## src/rtl/probing_hash_table.sv

```systemverilog
// Open-addressing hash table with linear probing and tombstone deletes.
// A request is accepted in IDLE; PROBE examines one slot per cycle and
// issues a registered one-cycle response pulse when the command decides.
module probing_hash_table #(
    parameter int KEY_W  = 8,
    parameter int VAL_W  = 8,
    parameter int ADDR_W = 4
) (
    input  logic              clk,
    input  logic              rst_n,
    input  logic              req_valid,
    output logic              req_ready,
    input  logic [1:0]        req_cmd,
    input  logic [ADDR_W-1:0] req_hash,
    input  logic [KEY_W-1:0]  req_key,
    input  logic [VAL_W-1:0]  req_val,
    output logic              rsp_valid,
    output logic [1:0]        rsp_status,
    output logic [VAL_W-1:0]  rsp_val,
    output logic [ADDR_W:0]   rsp_probes,
    output logic [ADDR_W:0]   count
);

    localparam int DEPTH = 1 << ADDR_W;
    localparam logic [ADDR_W:0] DEPTH_C = (ADDR_W+1)'(DEPTH);

    localparam logic [0:0] S_IDLE  = 1'b0;
    localparam logic [0:0] S_PROBE = 1'b1;

    localparam logic [1:0] CMD_LOOKUP = 2'd0;
    localparam logic [1:0] CMD_INSERT = 2'd1;
    localparam logic [1:0] CMD_DELETE = 2'd2;
    localparam logic [1:0] CMD_CLEAR  = 2'd3;

    localparam logic [1:0] SLOT_EMPTY = 2'd0;
    localparam logic [1:0] SLOT_FULL  = 2'd1;
    localparam logic [1:0] SLOT_TOMB  = 2'd2;

    localparam logic [1:0] ST_OK       = 2'd0;
    localparam logic [1:0] ST_FULL     = 2'd1;
    localparam logic [1:0] ST_NOTFOUND = 2'd2;
    localparam logic [1:0] ST_UPDATED  = 2'd3;

    logic [1:0]       slot_st  [DEPTH];
    logic [KEY_W-1:0] key_mem  [DEPTH];
    logic [VAL_W-1:0] val_mem  [DEPTH];

    logic [0:0]        state;
    logic [1:0]        cmd_q;
    logic [KEY_W-1:0]  key_q;
    logic [VAL_W-1:0]  val_q;
    logic [ADDR_W-1:0] cursor;
    logic [ADDR_W-1:0] n;
    logic              tomb_seen;
    logic [ADDR_W-1:0] tomb_idx;

    logic [1:0]        cur_st;
    logic              hit;
    logic              decide;
    logic              clr_all;
    logic              set_tomb;
    logic              overwrite;
    logic              wr_new;
    logic [ADDR_W-1:0] wr_idx;
    logic              cnt_inc;
    logic              cnt_dec;
    logic              mark_tomb;
    logic [1:0]        status_d;
    logic [VAL_W-1:0]  val_d;
    logic              accept;
    logic              fire;

    assign req_ready = (state == S_IDLE);
    assign accept    = req_valid && req_ready;
    assign fire      = (state == S_PROBE) && decide;
    assign cur_st    = slot_st[cursor];
    assign hit       = (cur_st == SLOT_FULL) && (key_mem[cursor] == key_q);

    // Decision rules for the slot under the cursor, in priority order
    always_comb begin
        decide    = 1'b0;
        clr_all   = 1'b0;
        set_tomb  = 1'b0;
        overwrite = 1'b0;
        wr_new    = 1'b0;
        wr_idx    = cursor;
        cnt_inc   = 1'b0;
        cnt_dec   = 1'b0;
        mark_tomb = 1'b0;
        status_d  = ST_OK;
        val_d     = '0;
        if (cmd_q == CMD_CLEAR) begin
            decide  = 1'b1;
            clr_all = 1'b1;
        end else if (hit) begin
            decide = 1'b1;
            val_d  = val_mem[cursor];
            if (cmd_q == CMD_DELETE) begin
                set_tomb = 1'b1;
                cnt_dec  = 1'b1;
            end else if (cmd_q == CMD_INSERT) begin
                overwrite = 1'b1;
                status_d  = ST_UPDATED;
            end
        end else if (cur_st == SLOT_EMPTY) begin
            decide = 1'b1;
            if (cmd_q == CMD_INSERT) begin
                wr_new  = 1'b1;
                wr_idx  = tomb_seen ? tomb_idx : cursor;
                cnt_inc = 1'b1;
            end else begin
                status_d = ST_NOTFOUND;
            end
        end else if (n == '1) begin
            decide = 1'b1;
            if (cmd_q == CMD_INSERT) begin
                // The last slot itself may be the first tombstone of the chain
                if (tomb_seen) begin
                    wr_new  = 1'b1;
                    wr_idx  = tomb_idx;
                    cnt_inc = 1'b1;
                end else if (cur_st == SLOT_TOMB) begin
                    wr_new  = 1'b1;
                    wr_idx  = cursor;
                    cnt_inc = 1'b1;
                end else begin
                    status_d = ST_FULL;
                end
            end else begin
                status_d = ST_NOTFOUND;
            end
        end else begin
            mark_tomb = (cur_st == SLOT_TOMB) && !tomb_seen;
        end
    end

    // Slot state array: cleared on reset and on CLEAR, updated at the decision edge
    always_ff @(posedge clk or negedge rst_n) begin
        if (!rst_n) begin
            for (int unsigned i = 0; i < DEPTH; i++) slot_st[i] <= SLOT_EMPTY;
        end else if (fire) begin
            if (clr_all) begin
                for (int unsigned i = 0; i < DEPTH; i++) slot_st[i] <= SLOT_EMPTY;
            end else if (set_tomb) begin
                slot_st[cursor] <= SLOT_TOMB;
            end else if (wr_new) begin
                slot_st[wr_idx] <= SLOT_FULL;
            end
        end
    end

    // Key/value storage is unreset; slot state decides whether it is meaningful
    always_ff @(posedge clk) begin
        if (fire && wr_new) begin
            key_mem[wr_idx] <= key_q;
            val_mem[wr_idx] <= val_q;
        end else if (fire && overwrite) begin
            val_mem[cursor] <= val_q;
        end
    end

    // Control FSM, probe cursor, response registers and occupancy count
    always_ff @(posedge clk or negedge rst_n) begin
        if (!rst_n) begin
            state      <= S_IDLE;
            cmd_q      <= CMD_LOOKUP;
            key_q      <= '0;
            val_q      <= '0;
            cursor     <= '0;
            n          <= '0;
            tomb_seen  <= 1'b0;
            tomb_idx   <= '0;
            rsp_valid  <= 1'b0;
            rsp_status <= ST_OK;
            rsp_val    <= '0;
            rsp_probes <= '0;
            count      <= '0;
        end else begin
            rsp_valid <= 1'b0;
            if (state == S_IDLE) begin
                if (accept) begin
                    cmd_q     <= req_cmd;
                    key_q     <= req_key;
                    val_q     <= req_val;
                    cursor    <= req_hash;
                    n         <= '0;
                    tomb_seen <= 1'b0;
                    state     <= S_PROBE;
                end
            end else if (decide) begin
                rsp_valid  <= 1'b1;
                rsp_status <= status_d;
                rsp_val    <= val_d;
                rsp_probes <= {1'b0, n} + (ADDR_W+1)'(1);
                state      <= S_IDLE;
                if (clr_all) begin
                    count <= '0;
                end else if (cnt_inc && (count < DEPTH_C)) begin
                    count <= count + (ADDR_W+1)'(1);
                end else if (cnt_dec && (count != '0)) begin
                    count <= count - (ADDR_W+1)'(1);
                end
            end else begin
                if (mark_tomb) begin
                    tomb_seen <= 1'b1;
                    tomb_idx  <= cursor;
                end
                cursor <= cursor + ADDR_W'(1);
                n      <= n + ADDR_W'(1);
            end
        end
    end

endmodule

```

## config.mk

```make
export PLATFORM = sky130hd
export DESIGN_NAME = probing_hash_table
export DESIGN_NICKNAME = d
export VERILOG_FILES = /design/src/rtl/probing_hash_table.sv
export SDC_FILE = /design/constraint.sdc
export NUM_CORES = 1
export LEC_CHECK = 0
export BUFFER_PORTS_ARGS = -buffer_cell sky130_fd_sc_hd__buf_2
export CORE_UTILIZATION = 50
export DETAILED_ROUTE_END_ITERATION = 10
export GPL_ROUTABILITY_DRIVEN = 0
export PLACE_DENSITY_LB_ADDON = 0.1
export SLEW_MARGIN = 10
export SYNTH_ARGS = -nofsm -noshare
export SYNTH_HDL_FRONTEND = slang
export SYNTH_SLANG_ARGS = --single-unit
```

## constraint.sdc

```tcl
create_clock -name clk -period 5.5 [get_ports clk]
set_input_delay 0 -clock clk [delete_from_list [all_inputs] [get_ports clk]]
set_output_delay 0 -clock clk [all_outputs]
set_load 0.005 [all_outputs]
```

Word level (Yosys, flattened, before mapping)
Memories as Yosys holds them, arrays and structs flattened. Cells that the tools add are included.

Add/subtract/negate cells: 5. Magnitude comparators: 5. Eq/ne operators: 9. Multiplexer cells: 77. Bitwise operators: 10. Reductions and logical operators: 24.

Operator list (number): two-way mux 32 bit (3); two-way mux 4 bit (13); two-way mux 1 bit (40); AND 16 bit (2); NOT 16 bit (2); bitwise OR 16 bit (2); two-way mux 2 bit (12); two-way mux 8 bit (3); demux 2 bit (select 4 bit) (2); two-way mux 5 bit (3); greater-or-equal comparator 5 bit (second input constant) (2); logical AND 1 bit (10); < comparator 5 x 1 -> 1 bit (second input constant) (2); NOT 4 -> 5 bit (2); AND reduction 3 bit (3); adder 4 x 1 -> 4 bit (second input constant) (2); binary-select mux 2 bit (select 4 bit) (1); == test 8 bit (1); AND reduction 2 bit (4); OR reduction 8 bit (1); == test 2 bit (second input constant) (3); nonzero test 3 bit (2); adder 4 x 1 -> 5 bit (second input constant) (1); adder 5 x 1 -> 5 bit (second input constant) (1); other kinds (11) (13).

Flip-flop bits (word level): 85. Memory bits (writable): 256. Output and inout bits: 22. Logic and storage cells: 161. Memories: 2.

Memory list: key_mem (depth 16, bits a word 8, rd ports 1, clocked after memory_dff 0, write ports 1, line 45) `logic [KEY_W-1:0] key_mem [DEPTH];`; val_mem (depth 16, bits a word 8, rd ports 1, clocked after memory_dff 0, write ports 1, line 46) `logic [VAL_W-1:0] val_mem [DEPTH];`.

Longest topological paths before layout
Gate-level depths: netlist of run 1.

Depth after elaboration: 18. Mapped depth: 18. Depth with buffers taken out: 14.

Least setup slack after synthesis of run 1
Ideal clock, no wire load.

Path type: flip-flop to flip-flop. Start: register cursor[0]. End: memory val_mem[5][0], enable pin. Arrival time: 3.833 ns. Required time: 5.117 ns. Setup slack: 1.284 ns. Cell stages (with the launch flop): 14. Path buffers: 4. Cells stage by stage: dfrtp_1 -> buf_2 -> buf_2 -> buf_2 -> mux4_2 -> nand2_1 -> nand4_1 -> or4b_4 -> nor2_1 -> o211ai_2 -> nand2_1 -> buf_6 -> mux2_2 -> nor3_1.

Longest elaborated chain between the ends: 17. Elaborated cells on any way between the ends: 39.

RTL lines: from (decl) (line 52) `logic [ADDR_W-1:0] cursor;`; from (signal assigned) (line 185) `cursor <= req_hash;`; from (signal assigned) (line 208) `cursor <= cursor + ADDR_W'(1);`; NOT 4 -> 5 bit (implied by the code) (line 76) `assign cur_st = slot_st[cursor];`; binary-select mux 2 bit (select 4 bit) (line 76); two-way mux 2 bit (implied by the code) (2 in a row) (line 76); == test 2 bit (line 122) `end else if (cur_st == SLOT_TOMB) begin`; two-way mux 1 bit (line 122); two-way mux 1 bit (line 118) `if (tomb_seen) begin`; two-way mux 1 bit (line 116) `if (cmd_q == CMD_INSERT) begin`; two-way mux 1 bit (line 114) `end else if (n == '1) begin`; two-way mux 1 bit (line 105) `end else if (cur_st == SLOT_EMPTY) begin`; two-way mux 1 bit (line 95) `end else if (hit) begin`; two-way mux 1 bit (line 92) `if (cmd_q == CMD_CLEAR) begin`; logical AND 1 bit (line 154) `if (fire && wr_new) begin`; two-way mux 1 bit (line 154); two-way mux 1 bit (implied by the code) (line 158) `val_mem[cursor] <= val_q;`; OR reduction 8 bit (no line); two-way mux 4 bit (no line) / two-way mux 1 bit (equally long branches); to (decl) (line 46).

Parallel ways exist; a longest one is shown, timed or not. The select of a mux whose other input is x is not followed.

Final worst setup path of run 1
Start: register cursor[1]. End: register count[4].

Longest elaborated chain between the ends: 15. Elaborated cells on any way between the ends: 28.

RTL lines: NOT 4 -> 5 bit (implied by the code) (line 76); binary-select mux 2 bit (select 4 bit) (line 76); two-way mux 2 bit (implied by the code) (2 in a row) (line 76); == test 2 bit (line 122); two-way mux 1 bit (line 122); two-way mux 1 bit (line 118); two-way mux 1 bit (line 116); two-way mux 1 bit (line 114); two-way mux 1 bit (line 105); two-way mux 1 bit (line 95); two-way mux 1 bit (line 92); logical AND 1 bit (line 198) `end else if (cnt_inc && (count < DEPTH_C)) begin`; nonzero test 3 bit (no line) / two-way mux 5 bit (equally long branches); AND reduction 3 bit (no line) / two-way mux 5 bit (equally long branches); to (signal assigned) (line 199) `count <= count + (ADDR_W+1)'(1);`; to (signal assigned) (line 201) `count <= count - (ADDR_W+1)'(1);`; to (decl) (line 21) `output logic [ADDR_W:0] count`.

Parallel ways exist; a longest one is shown, timed or not. The select of a mux whose other input is x is not followed. A chain may end at the register's enable or synchronous reset.

==> results.tsv, run 1 <==
stage	metric	value	unit
cells_and_area	fill count	2259	
grt	Total Routing Usage GR	0.2508	
logic_synthesis	share of the synthesized area in the top cell type	0.5148	
logic_synthesis	Synth cell types	69	
logic_synthesis	mapped cell area	14930	um^2
drt	DR iter-0 viols	759	
critical_path	delay of the slowest critical-path stage	0.77	ns
cts	CTS tree	yes	
placed_design	Placed Area	15750	um^2
timing	Hold Vio Cnt, Final	0	
cells_and_area	Register Area	9822	um^2
power_and_ir_drop	P_leak	0.006340	uW
timing	Tightest Pin Transition	1.170	ns
logic_synthesis	Syn. warnings	0	
grt	vias in the first global route	9097	
grt	global routing's busiest layer	met2	
min_path	worst min path class	input port to flop	
timing	setup TNS	0	ns
drt	DR WL/cell	24.27	um
drt	Vias/cell	6.040	
drt	Vias	9108	
cells_and_area	final instance area	17210	um^2
critical_path	Setup crit end kind	flop	
timing	Clock Skew	0.01623	ns
cts	post-CTS setup buffer count	0	
cells_and_area	most frequent cells in the layout	edfxtp_1 (256), nand2_1 (107), dfrtp_1 (83), nor2_1 (68), mux4_2 (64)	
critical_path	worst r2r dst	count[4]$_DFFE_PN0P_	
drt	Pre-antenna DRT Iters	5	
drt	antenna-violating nets left	0	
drt	DRC	0	
power_and_ir_drop	PD cells	531.4	nW/um^2
critical_path	CP bufs+invs	3	
cts	H-Tree Depth	2	
floorplanning	Top-Level Pins	47	
logic_synthesis	top post-synthesis cells by area	edfxtp_1 (51%), dfrtp_1 (14%), mux4_2 (9.7%)	
min_path	hold depth	5	
job	total of max-cap violations	0	
cells_and_area	Syn-to-layout area delta	15.27	%
cts	Clock Tree Buf Depth	3	
timing	Slew Limit Fails	0	
grt	M2 GR Usage	0.3831	
status	status	finished clean	
logic_synthesis	area leader, netlist	edfxtp_1	
cts	PostCTS Resize Cnt	0	
cts	hold_buf cts	25	
cells_and_area	ant diodes	0	
timing	Max Freq	208.6	MHz
power_and_ir_drop	Max rail drop VDD	0.3087	mV
timing	min Tclk post-route	4.794	ns
cts	Num Clock Sinks	341	
timing	Tcrit/Tclk final	0.8717	
critical_path	Crit Path Category	flop to flop	
logic_synthesis	Main synth FF type	edfxtp_1	
logic_synthesis	register area share after synthesis	0.6572	
critical_path	Setup crit start kind	flop	
critical_path	worst path cell trace	buf_12 > mux4_2 > mux2i_1 > nor3b_1 > a2111oi_2 > buf_4 > nor2_1 > o211ai_2 > buf_4 > nand3_1 > or2_2 > fa_1 > a21o_1 > a21o_1 > mux2_2 > a32o_1	
critical_path	Critical Path RT	5.90	ns
critical_path	Max FO, Critical Path	52	
logic_synthesis	EDFF count, synth	256	
cells_and_area	most common cell after layout, fill and taps aside	edfxtp_1	
logic_synthesis	Post-Synthesis Mean Instance Area	14.96	um^2
critical_path	Reg2Reg Depth	16	
cts	total CTS buffers	37	
timing	# setup viols final	0	
placed_design	IO Port Bufs	46	
grt	met3 Track Usage GR	0.03742	
grt	pin count of the biggest net entering global routing	55	
cells_and_area	non-filler cells in the finished layout	1508	
critical_path	critical path's top delay family	multiplexers	
critical_path	r2r setup slk	0.71	ns
cts	Worst-path clk slew	0.06	ns
cells_and_area	layout cells sized above 1	0.2331	
grt	initial antenna violation count	0	
floorplanning	Core Rows	62	
cts	worst skew pair latency	0.52	ns
grt	global routing usage on met1	0.3781	
min_path	Worst Hold Endpoint	key_q[0]$_DFFE_PN0P_	
placed_design	Detailed Place HPWL	23880	um
placed_design	Placed Cells incl. Taps	1416	
critical_path	reg-to-reg startpoint	cursor[1]$_DFFE_PN0P_	
min_path	HP Start	req_valid	
floorplanning	total core area	29010	um^2
floorplanning	die width	174.8	um
grt	global-route congestion overflow total	0	
cts	Root Buffer	clkbuf_16	
timing	RSZ-0062 raised after global routing	no	
cells_and_area	# nets final	1131	
floorplanning	Die Span Y	174.8	um
logic_synthesis	Post-synth ARST share	0.2493	
grt	first-pass GRT wire length	57010	um
cells_and_area	multi-input logic area	4821	um^2
logic_synthesis	Synth Instances	998	
logic_synthesis	post-synthesis net count	1033	
logic_synthesis	Synth Register Bits	341	
critical_path	slowest cell on the critical path	dfrtp_4	
drt	Routed WL	36600	um
floorplanning	Initial Util	0.5147	
floorplanning	die footprint	30560	um^2
critical_path	crit path DAT	5.20	ns
timing	Relative slew margins	0.2173	
-- worst min-delay path: cells and delay by family --
kind,cells,cell delay (ns)
buffers and inverters,2,0.32
AND/OR/NAND/NOR,3,0.21
-- worst max path at each step --
| stage | startpoint | to | slack (ns) | cells past startpoint |
|---|---|---|---|---|
| finish | cursor[1]$_DFFE_PN0P_ | count[4]$_DFFE_PN0P_ | 0.71 | 16 |
| global route | cursor[1]$_DFFE_PN0P_ | count[4]$_DFFE_PN0P_ | 0.41 | 16 |
| CTS | cursor[1]$_DFFE_PN0P_ | count[4]$_DFFE_PN0P_ | 0.68 | 16 |
| detailed placement | cursor[1]$_DFFE_PN0P_ | count[4]$_DFFE_PN0P_ | 0.71 | 16 |
| global placement | cursor[1]$_DFFE_PN0P_ | count[4]$_DFFE_PN0P_ | 0.79 | 16 |
| floorplan | cursor[0]$_DFFE_PN0P_ | val_mem[5][0]$_DFFE_PP_ | 1.28 | 13 |
-- through the flow --
stage	hold WS (ns)	setup WS [ns]	total power, uW	utilization
floorplan	-0.2956	1.284	5713	-
global placement	-0.03812	0.7926	6690	0.5428
detailed placement	-0.03596	0.7064	6718	0.5428
CTS	0.04401	0.6790	9186	0.5933
global route	0.08706	0.4144	9609	0.5933
finish	0.05473	0.7058	9148	0.5933
-- per-layer routing --
layer / up-vias / wire, um
met4: 0 / 825
li1: 4059 / -
met1: 4670 / 16830
met2: 320 / 16770
met3: 59 / 2172
met5: - / 0
-- synthesized netlist by cell type (7+ instances only) --
library cell / instances
nor2_1: 68
xnor2_1: 11
mux4_2: 64
nand2b_1: 12
mux2i_1: 43
o311a_1: 12
a31o_2: 12
nand3_1: 11
nor2b_1: 8
ha_1: 9
a21o_1: 8
a21oi_1: 28
buf_2: 9
dfrtp_1: 85
mux2_2: 22
and2_1: 9
nor3_1: 22
nand4_1: 11
inv_1: 7
edfxtp_1: 256
o21ai_0: 37
nand2_1: 107
o22ai_1: 7
o21ai_1: 12
clkbuf_1: 35
-- registers in the layout (all words and copies together) (netlist names), 2 cells and up --
| register | count |
|---|---|
| slot_st | 32 |
| key_mem | 128 |
| val_q | 8 |
| val_mem | 128 |
| cursor | 4 |
| rsp_val | 8 |
| tomb_idx | 4 |
| rsp_probes | 5 |
| n | 4 |
| rsp_status | 2 |
| count | 5 |
| cmd_q | 2 |
| key_q | 8 |
-- kinds of logic (layout without fill, tap and decap cells) --
group                    after synthesis  count (layout)  share of synthesized area
AO/OA/AOI/OAI                        166             166                    0.07926
XOR/XNOR                              14              14                   0.008211
adder cells (fa/ha/maj)               10              10                   0.008882
buffers and inverters                 67             193                    0.02011
flip-flops                           341             341                     0.6572
multiplexers                         131             131                     0.1436
AND/OR/NAND/NOR                      269             269                    0.08270
-- layout make-up --
type,instances,area share
clock buffer,49,0.06004
inverter,9,0.001963
tap,384,0.02791
multi-input combinational,590,0.2801
sequential,341,0.5706
timing repair buffer,117,0.04943
clock inverter,18,0.009959
-- power by group --
group | internal [uW] | total [uW] | leakage (uW) | switching, uW
clock network | 1470 | 2450 | 0.000587 | 985
registers | 3260 | 3730 | 0.00341 | 465
logic | 1250 | 2970 | 0.00234 | 1720
(Power assumes the default switching activity.)
==> run 2: changes to the inputs <==
Settings changed: HOLD_SLACK_MARGIN set to 0.06.
==> run 2 against run 1 <==
  * Register-to-register slack about the same
  * Power up 0.60%
  * Global-route usage up 0.088 points
  * Sequential power about the same
  * Maximum frequency about the same
  * Routed wire length up 0.46%
  * Clock power about the same
  * Combinational power up 1%
  * Cell area up 0.58%
  * Largest power group unchanged
  * Sequential share of layout area down 0.33 points
==> results.tsv, run 2 (synthesis results as in run 1) <==
stage	metric	value	unit	change
floorplanning	Top-Level Pins	47		unchanged
timing	final setup margin	0.7033	ns	was 0.7058 ns
placed_design	IO Port Bufs	46		unchanged
cts	Clock Tree Buf Depth	3		unchanged
floorplanning	Die Span Y	174.8	um	unchanged
cells_and_area	# nets final	1141		was 1131
drt	DRC	0		unchanged
floorplanning	Initial Util	0.5147		unchanged
critical_path	Setup crit end kind	flop		unchanged
grt	initial antenna violation count	0		unchanged
timing	Relative slew margins	0.2172		was 0.2173
critical_path	Reg2Reg Depth	9		was 16
cts	Num Clock Sinks	341		unchanged
critical_path	Setup crit start kind	flop		unchanged
drt	Vias/cell	6.036		was 6.040
placed_design	Placement Setup Slack	0.7064	ns	unchanged
critical_path	Max FO, Critical Path	52		unchanged
floorplanning	total core area	29010	um^2	unchanged
cts	Worst-path clk slew	0.06	ns	about the same
min_path	worst min path class	input port to flop		unchanged
power_and_ir_drop	PD cells	531.6	nW/um^2	was 531.4 nW/um^2
cts	PostCTS Resize Cnt	0		unchanged
cts	hold_buf cts	35		was 25
cells_and_area	most frequent cells in the layout	edfxtp_1 (256), nand2_1 (107), dfrtp_1 (83), nor2_1 (68), mux4_2 (64)		unchanged
drt	Pre-antenna DRT Iters	5		unchanged
timing	min Tclk post-route	4.797	ns	was 4.794 ns
timing	Max Freq	208.5	MHz	was 208.6 MHz
drt	antenna-violating nets left	0		unchanged
cells_and_area	final instance area	17310	um^2	was 17210 um^2
cells_and_area	ant diodes	0		unchanged
timing	Tightest Pin Transition	1.170	ns	about the same
cts	post-CTS setup buffer count	0		unchanged
grt	pin count of the biggest net entering global routing	55		unchanged
timing	RSZ-0062 raised after global routing	no		unchanged
placed_design	Placed Area	15750	um^2	unchanged
status	status	finished clean		unchanged
timing	Hold Vio Cnt, Final	0		unchanged
floorplanning	die footprint	30560	um^2	unchanged
drt	DR WL/cell	24.22	um	was 24.27 um
cells_and_area	biggest regs	key_mem (128), val_mem (128), slot_st (32)		unchanged
cells_and_area	layout cells sized above 1	0.2310		was 0.2331
cells_and_area	Final Core Density	0.5967		was 0.5933
timing	setup TNS	0	ns	unchanged
critical_path	Crit Path Category	flop to flop		unchanged
timing	# setup viols final	0		unchanged
grt	first-pass GRT wire length	57270	um	was 57010 um
cells_and_area	non-filler cells in the finished layout	1518		was 1508
critical_path	Critical Path RT	5.63	ns	was 5.90 ns
job	total of max-cap violations	0		unchanged
drt	DR iter-0 viols	805		was 759
cells_and_area	most common cell after layout, fill and taps aside	edfxtp_1		unchanged
cts	Root Buffer	clkbuf_16		unchanged
placed_design	Placed Cells incl. Taps	1416		unchanged
grt	Total Routing Usage GR	0.2517		was 0.2508
cts	worst skew pair latency	0.52	ns	about the same
cts	CTS tree	yes		unchanged
critical_path	crit path DAT	4.93	ns	was 5.20 ns
cts	H-Tree Depth	2		unchanged
drt	Vias	9162		was 9108
cells_and_area	Syn-to-layout area delta	15.94	%	was 15.27%
cts	total CTS buffers	37		unchanged
power_and_ir_drop	P_leak	0.006388	uW	was 0.006340 uW
timing	Tcrit/Tclk final	0.8721		was 0.8717
drt	Routed WL	36760	um	was 36600 um
placed_design	Detailed Place HPWL	23880	um	unchanged
grt	vias in the first global route	9170		was 9097
floorplanning	Core Rows	62		unchanged
min_path	hold depth	4		was 5
timing	Clock Skew	0.01641	ns	was 0.01623 ns
power_and_ir_drop	Max rail drop VDD	0.3084	mV	was 0.3087 mV
floorplanning	die width	174.8	um	unchanged
timing	Slew Limit Fails	0		unchanged
grt	global-route congestion overflow total	0		unchanged
## run 2: where the power goes
group,internal [uW],switching [uW]
sequential,3260,470
combinational,1290,1730
clock,1470,991
## run 2: worst paths after layout
| check | start | end | slack [ns] |
|---|---|---|---|
| max in group asynchronous | rst_n | cursor[1]$_DFFE_PN0P_ | 4.13 |
| worst max-delay path | cursor[1]$_DFFE_PN0P_ | val_mem[13][0]$_DFFE_PP_ | 0.70 |
| worst max register to register | cursor[1]$_DFFE_PN0P_ | val_mem[13][0]$_DFFE_PP_ | 0.70 |
| min in group asynchronous | rst_n | count[4]$_DFFE_PN0P_ | 0.52 |
| worst min-delay path | req_key[3] | key_q[3]$_DFFE_PN0P_ | 0.21 |
| worst min register to register | rsp_val[7]$_DFFE_PN0P_ | rsp_val[7]$_DFFE_PN0P_ | 0.47 |
## run 2: final cells by class
class                           instances  area, um^2
Fill cell                            2256       11700
Sequential cell                       341        9822
Multi-Input combinational cell        590        4821
Clock buffer                           49        1033
Timing Repair Buffer                  127       950.9
Tap cell                              384       480.5
Clock inverter                         18       171.4
Inverter                                9       33.78
## run 2: through the flow
step | hold slack [ns] | power, uW
after floorplan | -0.2956 | 5713
after global placement | -0.03812 | 6690
after detailed placement | -0.03596 | 6718
after CTS | 0.1943 | 9228
after global routing | 0.2249 | 9659
final | 0.2127 | 9203
## run 2: metal layers
metal,GRT usage,up-vias,wire (um)
li1,-,4087,-
met1,0.3789,4716,16880
met2,0.3853,304,16850
met3,0.03742,55,2180
met4,0.06703,0,853
met5,0,-,0
## run 2: worst max-delay path, cell delays in order, from the launching register on
cell     delay [ns]
dfrtp_4        0.77
buf_12         0.36
mux4_2         0.37
nand2_1        0.12
nand4_1        0.26
o21ai_1        0.48
nand3_1        0.33
nor3_1         0.43
o21ai_0        0.40
nor2_1         0.81
==> run 3: changes to the inputs <==
Settings changed: ABC_CLOCK_PERIOD_IN_PS set to 4080.
Clock period 5.5 ns to 4.08 ns, I/O delays scaled along.
==> run 3 against run 2 <==
  * Clock-buffer cell count up 1
  * Cell area rose by 5.1%
  * Sequential share of layout area is 2.8 points lower
  * Setup slack got worse by 0.67 ns
  * Hold slack worse by 0.16 ns
  * Via count grew 2.7%
  * Maximum frequency is 19% higher
  * Register-to-register slack lost 0.67 ns
==> results.tsv, run 3 (synthesis results as in run 1) <==
stage	metric	value	unit	change
status	status	finished clean		unchanged
cts	H-Tree Depth	2		unchanged
timing	RSZ-0062 raised after global routing	yes		was no
critical_path	Critical Path RT	4.49	ns	was 5.63 ns
cells_and_area	most common cell after layout, fill and taps aside	edfxtp_1		unchanged
grt	initial antenna violation count	0		unchanged
grt	global-route congestion overflow total	0		unchanged
power_and_ir_drop	Sw Pwr	4505	uW	was 3188 uW
grt	vias in the first global route	9426		was 9170
job	total of max-cap violations	0		unchanged
cts	Clock Tree Buf Depth	3		unchanged
floorplanning	Initial Util	0.5147		unchanged
floorplanning	die footprint	30560	um^2	unchanged
critical_path	crit path DAT	4.45	ns	was 4.93 ns
timing	min Tclk post-route	4.044	ns	was 4.797 ns
floorplanning	Die Span Y	174.8	um	unchanged
timing	Max Freq	247.3	MHz	was 208.5 MHz
cells_and_area	non-filler cells in the finished layout	1605		was 1518
critical_path	Crit Path Category	flop to flop		unchanged
power_and_ir_drop	Clock Power Share	0.236		was 0.267
power_and_ir_drop	Pint	8350	uW	was 6015 uW
floorplanning	Top-Level Pins	47		unchanged
cells_and_area	biggest regs	key_mem (128), val_mem (128), slot_st (32)		unchanged
floorplanning	Core Rows	62		unchanged
cts	total CTS buffers	36		was 37
drt	Pre-antenna DRT Iters	5		unchanged
cts	worst skew pair latency	0.52	ns	about the same
timing	Slew Limit Fails	0		unchanged
timing	Tcrit/Tclk final	0.9912		was 0.8721
cts	Worst-path clk slew	0.06	ns	about the same
critical_path	r2r setup slk	0.04	ns	was 0.70 ns
timing	Tightest Pin Transition	0.9712	ns	was 1.170 ns
floorplanning	die width	174.8	um	unchanged
drt	Vias	9413		was 9162
power_and_ir_drop	Max rail drop VDD	0.5004	mV	was 0.3084 mV
timing	setup TNS	0	ns	unchanged
timing	WHS	0.04803	ns	was 0.2127 ns
drt	antenna-violating nets left	0		unchanged
drt	Vias/cell	5.865		was 6.036
min_path	worst min path class	input port to asynchronous set/reset pin		was input port to flop
drt	DR iter-0 viols	728		was 805
cts	Root Buffer	clkbuf_16		unchanged
grt	Total Routing Usage GR	0.2510		was 0.2517
cells_and_area	most frequent cells in the layout	edfxtp_1 (256), buf_4 (126), nand2_1 (106), dfrtp_1 (83), mux4_2 (64)		was edfxtp_1 (256), nand2_1 (107), dfrtp_1 (83), nor2_1 (68), mux4_2 (64)
drt	DR WL/cell	23.14	um	was 24.22 um
cells_and_area	# nets final	1228		was 1141
critical_path	Max FO, Critical Path	5		was 52
critical_path	Setup crit start kind	flop		unchanged
timing	Hold Vio Cnt, Final	0		unchanged
cts	Num Clock Sinks	341		unchanged
drt	DRC	0		unchanged
placed_design	IO Port Bufs	46		unchanged
cells_and_area	Syn-to-layout area delta	21.87	%	was 15.94%
cells_and_area	Final Core Density	0.6273		was 0.5967
floorplanning	total core area	29010	um^2	unchanged
power_and_ir_drop	PD cells	706.4	nW/um^2	was 531.6 nW/um^2
grt	first-pass GRT wire length	57320	um	was 57270 um
power_and_ir_drop	sequential power share	0.386		was 0.405
cts	CTS tree	yes		unchanged
timing	Relative slew margins	0.3525		was 0.2172
cells_and_area	layout cells sized above 1	0.3210		was 0.2310
power_and_ir_drop	P_leak	0.006845	uW	was 0.006388 uW
grt	pin count of the biggest net entering global routing	50		was 55
placed_design	Placed Cells incl. Taps	1504		was 1416
cells_and_area	ant diodes	0		unchanged
timing	# setup viols final	0		unchanged
critical_path	Setup crit end kind	flop		unchanged
power_and_ir_drop	Logic pwr share	0.378		was 0.328
placed_design	Detailed Place HPWL	25320	um	was 23880 um
timing	Clock Skew	0.01963	ns	was 0.01641 ns
drt	Routed WL	37140	um	was 36760 um
power_and_ir_drop	sw frac	0.3505		was 0.3464
-- run 3: layer usage --
metal / track usage / vias to the layer above / share of wire
met1: 0.3734 / 4795 / 0.45
met4: 0.07174 / 0 / 0.022
li1: - / 4266 / -
met3: 0.03285 / 51 / 0.059
met5: 0 / - / 0
met2: 0.3900 / 301 / 0.47
-- run 3: what timing repair did --
| action | CTS | global route |
|---|---|---|
| hold buffers | 23 | 0 |
| buffers inserted | 4 | 7 |
| cloned | 0 | 1 |
| endpoints found under the hold margin | 70 | 0 |
| gates resized for setup | 16 | 40 |
| endpoints found under the setup margin | 90 | 168 |
| pin swaps | 2 | 10 |
-- run 3: cell type report --
cell class                 count  area (um^2)
inverter                       9        33.78
multi-input combinational    590         5034
clock buffer                  50        994.7
clock inverter                16        87.58
fill                        2188        10810
timing repair buffer         215         1747
sequential                   341         9822
tap                          384        480.5
-- run 3: power by group through the flow --
| stage | clock (uW) | sequential, uW | combinational (uW) |
|---|---|---|---|
| after floorplan | 0 | 4790 | 2920 |
| after global placement | 0 | 5020 | 4450 |
| after detailed placement | 0 | 5050 | 4470 |
| after CTS | 3080 | 4960 | 4650 |
| after global routing | 3210 | 5030 | 5250 |
| final | 3030 | 4970 | 4860 |
-- run 3: final timing paths --
kind                                   startpoint                      to  cells past startpoint
setup / recovery            cursor[1]$_DFFE_PN0P_    count[4]$_DFFE_PN0P_                     14
hold / removal                              rst_n    count[2]$_DFFE_PN0P_                      2
setup reg to reg            cursor[1]$_DFFE_PN0P_    count[4]$_DFFE_PN0P_                     14
hold reg to reg            rsp_val[7]$_DFFE_PN0P_  rsp_val[7]$_DFFE_PN0P_                      2
max in group asynchronous                   rst_n   cursor[1]$_DFFE_PN0P_                      3
min in group clk                        req_valid    cmd_q[0]$_DFFE_PN0P_                      5
-- run 3: stage by stage --
| stage | instance area [um^2] | worst slack (ns) | power, uW |
|---|---|---|---|
| 2_1_floorplan | 14950 | -0.1363 | 7708 |
| 3_3_place_gp | 16510 | -0.1688 | 9474 |
| 3_5_place_dp | 16510 | -0.2291 | 9519 |
| 4_1_cts | 17940 | 0.0006217 | 12680 |
| 5_1_grt | 18200 | -0.09133 | 13490 |
| 6_report | 18200 | 0.03581 | 12860 |
-- run 3: critical path: stages (launching register included) --
cell and delay [ns]:
dfrtp_4 0.50, buf_12 0.15, mux4_2 0.41, mux4_2 0.51, xor2_2 0.17, or4b_4 0.58, nor2_4 0.14, o211ai_4 0.12
nand3_2 0.14, or2_4 0.16, ha_4 0.20, a21o_1 0.15, a21o_1 0.19, mux2_2 0.26, a32o_1 0.25
